### config.mk
export PLATFORM = sky130hd
export DESIGN_NAME = byte_reg_arbiter
export DESIGN_NICKNAME = d
export VERILOG_FILES = /design/src/rtl/byte_reg_pkg.sv /design/src/rtl/byte_reg_arbiter_byteen_reg16.sv /design/src/rtl/byte_reg_arbiter.sv
export SDC_FILE = /design/constraint.sdc
export NUM_CORES = 1
export LEC_CHECK = 0
export ABC_AREA = 1
export CORE_ASPECT_RATIO = 0.9
export CORE_UTILIZATION = 45
export DETAILED_ROUTE_END_ITERATION = 16
export GPL_TIMING_DRIVEN = 0
export MAX_ROUTING_LAYER = met4
export PLACE_DENSITY = 0.8
export SLEW_MARGIN = 20
export SYNTH_ARGS = -nofsm -noshare
export SYNTH_HDL_FRONTEND = slang
export SYNTH_SLANG_ARGS = --single-unit
### constraint.sdc
create_clock -name clk -period 3.7 [get_ports clk]
set_input_delay 0.925 -clock clk [delete_from_list [all_inputs] [get_ports clk]]
set_output_delay 0.925 -clock clk [all_outputs]
set_load 0.03 [all_outputs]
### src/rtl/byte_reg_pkg.sv
// Shared types, widths and the round-robin pick helper for the byte register arbiter.
// No timing of its own; pure declarations and one combinational function.
// No flow control here; the arbiter top applies the results.
package byte_reg_pkg;

    typedef enum logic {
        ARB_IDLE   = 1'b0,
        ARB_LOCKED = 1'b1
    } arb_state_t;

    localparam int DATA_W  = 16;
    localparam int BYTES   = 2;
    localparam int MAX_REQ = 8;

    typedef struct packed {
        logic       found;
        logic [2:0] id;
    } rr_pick_t;

    // First set bit of valid, scanning from ptr upward and wrapping at n-1 -> 0.
    // valid is zero-padded above n; ptr must be below n.
    function automatic rr_pick_t rr_pick(input logic [MAX_REQ-1:0] valid,
                                         input logic [2:0]         ptr,
                                         input int                 n);
        rr_pick_t r;
        int       idx;
        r = '0;
        for (int k = 0; k < MAX_REQ; k++) begin
            idx = int'(ptr) + k;
            if (idx >= n) begin
                idx = idx - n;
            end
            if (!r.found && (k < n) && valid[3'(idx)]) begin
                r.found = 1'b1;
                r.id    = 3'(idx);
            end
        end
        return r;
    endfunction

endpackage

### src/rtl/byte_reg_arbiter_byteen_reg16.sv
// 16-bit storage register with per-byte write enables; bytes not enabled hold.
// Latency: one clock from wr_en to q.
// No backpressure: every strobed write is taken.
module byteen_reg16
    import byte_reg_pkg::*;
(
    input  logic              clk,
    input  logic              resetn,
    input  logic              wr_en,
    input  logic [BYTES-1:0]  be,
    input  logic [DATA_W-1:0] d,
    output logic [DATA_W-1:0] q
);

    // Byte-lane update on a strobed write.
    always_ff @(posedge clk or negedge resetn) begin
        if (!resetn) begin
            q <= '0;
        end else if (wr_en) begin
            for (int b = 0; b < BYTES; b++) begin
                if (be[b]) begin
                    q[8*b +: 8] <= d[8*b +: 8];
                end
            end
        end
    end

endmodule

### src/rtl/byte_reg_arbiter.sv
// Round-robin arbiter sharing one byte-enabled 16-bit register, with bounded lock tenures.
// Latency: one clock from accepted handshake to q update and wr_fire/wr_id pulse.
// Backpressure: req_ready is at most one-hot; in a lock only the owner can be ready.
module byte_reg_arbiter
    import byte_reg_pkg::*;
#(
    parameter int N_REQ    = 3,
    parameter int MAX_LOCK = 4,
    parameter int IDW      = 2
) (
    input  logic                    clk,
    input  logic                    resetn,
    input  logic [N_REQ-1:0]        req_valid,
    output logic [N_REQ-1:0]        req_ready,
    input  logic [N_REQ-1:0]        req_lock,
    input  logic [DATA_W*N_REQ-1:0] req_d,
    input  logic [BYTES*N_REQ-1:0]  req_byteena,
    output logic [DATA_W-1:0]       q,
    output logic                    wr_fire,
    output logic [IDW-1:0]          wr_id,
    output logic                    lock_active
);

    arb_state_t        state, state_n;
    logic [IDW-1:0]    ptr, ptr_n;
    logic [IDW-1:0]    owner, owner_n;
    logic [3:0]        cnt, cnt_n;

    logic [MAX_REQ-1:0] valid8;
    rr_pick_t           pick;
    logic [IDW-1:0]     grant_id;
    logic               fire;
    logic [DATA_W-1:0]  wd;
    logic [BYTES-1:0]   wbe;

    // Successor of a requester id, wrapping at the last requester.
    function automatic logic [IDW-1:0] next_id(input logic [IDW-1:0] w);
        return (int'(w) == N_REQ - 1) ? '0 : w + 1'b1;
    endfunction

    // Round-robin candidate from the current pointer.
    always_comb begin
        valid8              = '0;
        valid8[N_REQ-1:0]   = req_valid;
        pick                = rr_pick(valid8, 3'(ptr), N_REQ);
    end

    // Grant selection; ready is forced low while reset is held.
    always_comb begin
        req_ready = '0;
        grant_id  = ptr;
        if (state == ARB_IDLE) begin
            grant_id = pick.id[IDW-1:0];
            if (pick.found) begin
                req_ready[grant_id] = resetn;
            end
        end else begin
            grant_id = owner;
            if (req_valid[owner]) begin
                req_ready[owner] = resetn;
            end
        end
    end

    // Write data / byte enable mux from the granted requester.
    always_comb begin
        wd  = '0;
        wbe = '0;
        for (int i = 0; i < N_REQ; i++) begin
            if (req_ready[i]) begin
                wd  = req_d[DATA_W*i +: DATA_W];
                wbe = req_byteena[BYTES*i +: BYTES];
            end
        end
        fire = |(req_valid & req_ready);
    end

    // Next-state: lock entry, tenure counting, release and pointer advance.
    always_comb begin
        state_n = state;
        ptr_n   = ptr;
        owner_n = owner;
        cnt_n   = cnt;
        if (state == ARB_IDLE) begin
            if (fire) begin
                if (req_lock[grant_id] && (MAX_LOCK > 1)) begin
                    state_n = ARB_LOCKED;
                    owner_n = grant_id;
                    cnt_n   = 4'd1;
                end else begin
                    ptr_n = next_id(grant_id);
                end
            end
        end else begin
            if (fire) begin
                if (req_lock[owner] && ((int'(cnt) + 1) < MAX_LOCK)) begin
                    cnt_n = cnt + 4'd1;
                end else begin
                    state_n = ARB_IDLE;
                    ptr_n   = next_id(owner);
                    cnt_n   = '0;
                end
            end else if (!req_lock[owner]) begin
                state_n = ARB_IDLE;
                ptr_n   = next_id(owner);
                cnt_n   = '0;
            end
        end
    end

    // Arbitration state and write-report registers.
    always_ff @(posedge clk or negedge resetn) begin
        if (!resetn) begin
            state       <= ARB_IDLE;
            ptr         <= '0;
            owner       <= '0;
            cnt         <= '0;
            wr_fire     <= 1'b0;
            wr_id       <= '0;
            lock_active <= 1'b0;
        end else begin
            state       <= state_n;
            ptr         <= ptr_n;
            owner       <= owner_n;
            cnt         <= cnt_n;
            wr_fire     <= fire;
            lock_active <= (state_n == ARB_LOCKED);
            if (fire) begin
                wr_id <= grant_id;
            end
        end
    end

    byteen_reg16 u_reg (
        .clk    (clk),
        .resetn (resetn),
        .wr_en  (fire),
        .be     (wbe),
        .d      (wd),
        .q      (q)
    );

endmodule
==> metrics.cfg <==
[final_layout]
area_growth_pct=51.1
mostFrequentLayoutCells=nand2_1, clkdlybuf4s50_1, nand3_1
drive_gt1_share_pct=19.2
fillers=370
final_common_cell=nand2_1
n_antenna_cell=0
nNetsFinal=481
finalInstanceArea_mm2=0.00333

[timing]
tightest_slew_ns=0.376
rsz0062_at_grt=no
hold_viol_final=0
max_freq_mhz=293
period_share_pct=92.2
setup_violations=0
relSlewSlack_pct=74.8
finClkSkew_ns=0.00671
fin_crit_ns=3.41
slew_violations=0

[pwr]
leakage_nw=1.60
powerDensity_mw_per_mm2=859
total_power_mw=2.86
vdd_drop_max_mv=0.415
power_switching_share_pct=50.4
p_switching_mw=1.44
intPower_mw=1.42
share_comb_of_total_power_pct=74.3
power_frac_seq_pct=17.1
p_clk_share_pct=8.6

[worst_setup_path]
critPathMaxFanout=12
critical_path_arrival_ns=2.49
cp.required_ns=2.77
critPathLaunchType=flip-flop
endpoint_kind=primary output
crit_type=reg2out

[global_routing]
antenna_found_initial=0
grt_use_total_pct=23.0
grt_first_pass_wirelength_um=8870
grt_pass1_vias=2010
overflow=0
grt_start_max_net_pins=30

[floorplan]
dieArea_mm2=0.00518
die_x_um=75.8
rows=23
ios=85
start_util_pct=48.2
die_y_um=68.4
fp.coreArea_mm2=0.00458

[drt]
drt-vias-per-instance=5.04
wl_per_cell_um=12.4
dr.pass1.iters=4
initialDrtViolationCount=131
vias=2386
drcViolationCount=0
postRouteAntennaNets=0
routed_wl_um=5880

[placed_design]
gp_congestion=0.848
hpwl_um=4520
port_buffers=84
placed_area_mm2=0.00314

[clock_network]
tritoncts=built
clkTransAtPathRegs_ns=0.10
cts_hold_buf=0
cts_buffers=3
htreeDepth=1
cts_root_buf=clkbuf_8
clk_path_buf_depth=2
cts.sinks=28
clock_latency_ns=0.28

[flow_run]
maxCapViolations=0

[yosys]
synth_top_family_by_area=simple AND/OR/NAND/NOR gates
yosysWarningCount=0
synthCells=308
synth_xor_area_share_pct=0
yosys.area_share.simple_pct=43.6
synth-compound-area-share_pct=9.82
syn_nets=377
ys_types=27
synthMuxAreaShare_pct=0
synthAdderAreaFrac_pct=3.97
avgSynthCellArea_um2=7.16
synth_seq_cells=28
ys_seq_area_share_pct=31.8
syn-cell-area_mm2=0.00220

[worst_hold_path]
hp-class=in2async

[status]
status=finished, final reports clean

[synth_stat cells]
library cell | instances | area, µm²
nand4_1 | 6 | 37.5
a31oi_4 | 1 | 21.3
nand3_4 | 5 | 87.6
dfrtp_1 | 28 | 701
nor3_1 | 1 | 5.00
ha_1 | 7 | 87.6
inv_1 | 36 | 135
o21ai_2 | 16 | 140
nor2_1 | 13 | 48.8
o21ai_0 | 4 | 20.0
nand2_4 | 1 | 11.3
buf_6 | 4 | 45.0
nand2_1 | 95 | 357
nor2_4 | 1 | 11.3
nand3_1 | 56 | 280
inv_2 | 3 | 11.3
nand4_2 | 1 | 12.5
nand2_2 | 9 | 56.3
o21ai_1 | 3 | 15.0
buf_2 | 3 | 15.0
a21oi_1 | 2 | 10.0
nor2_2 | 4 | 25.0
buf_4 | 2 | 15.0
nand3_2 | 3 | 30.0
a32o_1 | 1 | 10.0
inv_4 | 2 | 12.5
clkinv_1 | 1 | 3.75
[flip-flops by register name (all words and copies together) (netlist names)]
register	cells
wr_fire	1
state	1
ptr	2
owner	2
u_reg.q	16
wr_id	2
cnt	4
[cell families after synthesis]
group           after synthesis
buf+inv                      51
fa+ha+maj                     7
simple gates                195
flops                        28
compound gates               27
[worst max-delay path, stage by stage (launching register included)]
cell and delay [ns]:
dfrtp_1 0.46, inv_1 0.09, ha_1 0.38, inv_1 0.09, nand3_1 0.12, inv_1 0.06
nor2_2 0.15, nand4_1 0.17, nand3_1 0.15, nor2_2 0.06, nor2_4 0.15, clkinv_4 0.12
buf_4 0.19
[metal layers]
metal	part of all wire [%]	GRT usage (%)	wire (µm)
met5	0	-	0
met4	0.78	4.86	46
met3	5.3	3.83	311
met2	50	39.6	2930
met1	44	28.3	2590
[worst paths after layout]
| check | from | to | slack, ns | cells after the start |
|---|---|---|---|---|
| worst max-delay path | ptr[0]$_DFFE_PN0P_ | req_ready[1] | 0.29 | 12 |
| worst min-delay path | resetn | cnt[3]$_DFFE_PN0P_ | 0.44 | 1 |
| min in group clk | cnt[3]$_DFFE_PN0P_ | cnt[3]$_DFFE_PN0P_ | 0.51 | 2 |
| worst min register to register | cnt[3]$_DFFE_PN0P_ | cnt[3]$_DFFE_PN0P_ | 0.51 | 2 |
| max in group asynchronous | resetn | u_reg.q[14]$_DFFE_PN0P_ | 2.88 | 2 |
| worst max register to register | ptr[0]$_DFFE_PN0P_ | u_reg.q[14]$_DFFE_PN0P_ | 0.90 | 17 |
[metrics by stage]
step / util, % / worst slack (ns) / hold slack [ns] / cells / setup TNS [ns]
after detailed placement: 68.6 / -0.685 / 0.498 / 455 / -1.98
after global placement: 68.3 / -1.39 / 0.472 / 454 / -5.43
final: 72.8 / 0.288 / 0.441 / 473 / 0
after floorplan: - / 0.743 / 0.457 / 308 / 0
after CTS: 69.6 / 0.0282 / 0.445 / 456 / 0
after global routing: 72.8 / 0.112 / 0.437 / 473 / 0
[timing repair]
action | 4_1_cts | 5_1_grt
resized for setup | 19 | 9
setup buffers | 0 | 17
pin swaps | 0 | 3
gates cloned | 0 | 0
endpoints found under the setup margin | 3 | 3
[layout make-up]
cell class | count | area [µm²] | share of cell area, %
Timing Repair Buffer | 102 | 980 | 29.4
Sequential cell | 28 | 701 | 21.0
Tap cell | 62 | 77.6 | 2.33
Clock buffer | 3 | 41.3 | 1.24
Multi-Input combinational cell | 229 | 1270 | 38.1
Buffer | 6 | 66.3 | 1.99
Inverter | 42 | 168 | 5.03
Clock inverter | 1 | 30.0 | 0.901
[power by group through the flow]
stage / logic (mW) / clock network, mW / registers, mW
after floorplan: 1.31 / 0 / 0.623
after global placement: 1.95 / 0 / 0.490
after detailed placement: 1.99 / 0 / 0.493
after CTS: 1.96 / 0.248 / 0.489
after global routing: 2.33 / 0.261 / 0.502
final: 2.13 / 0.247 / 0.489
No activity file was read; power rests on OpenSTA's default activity.
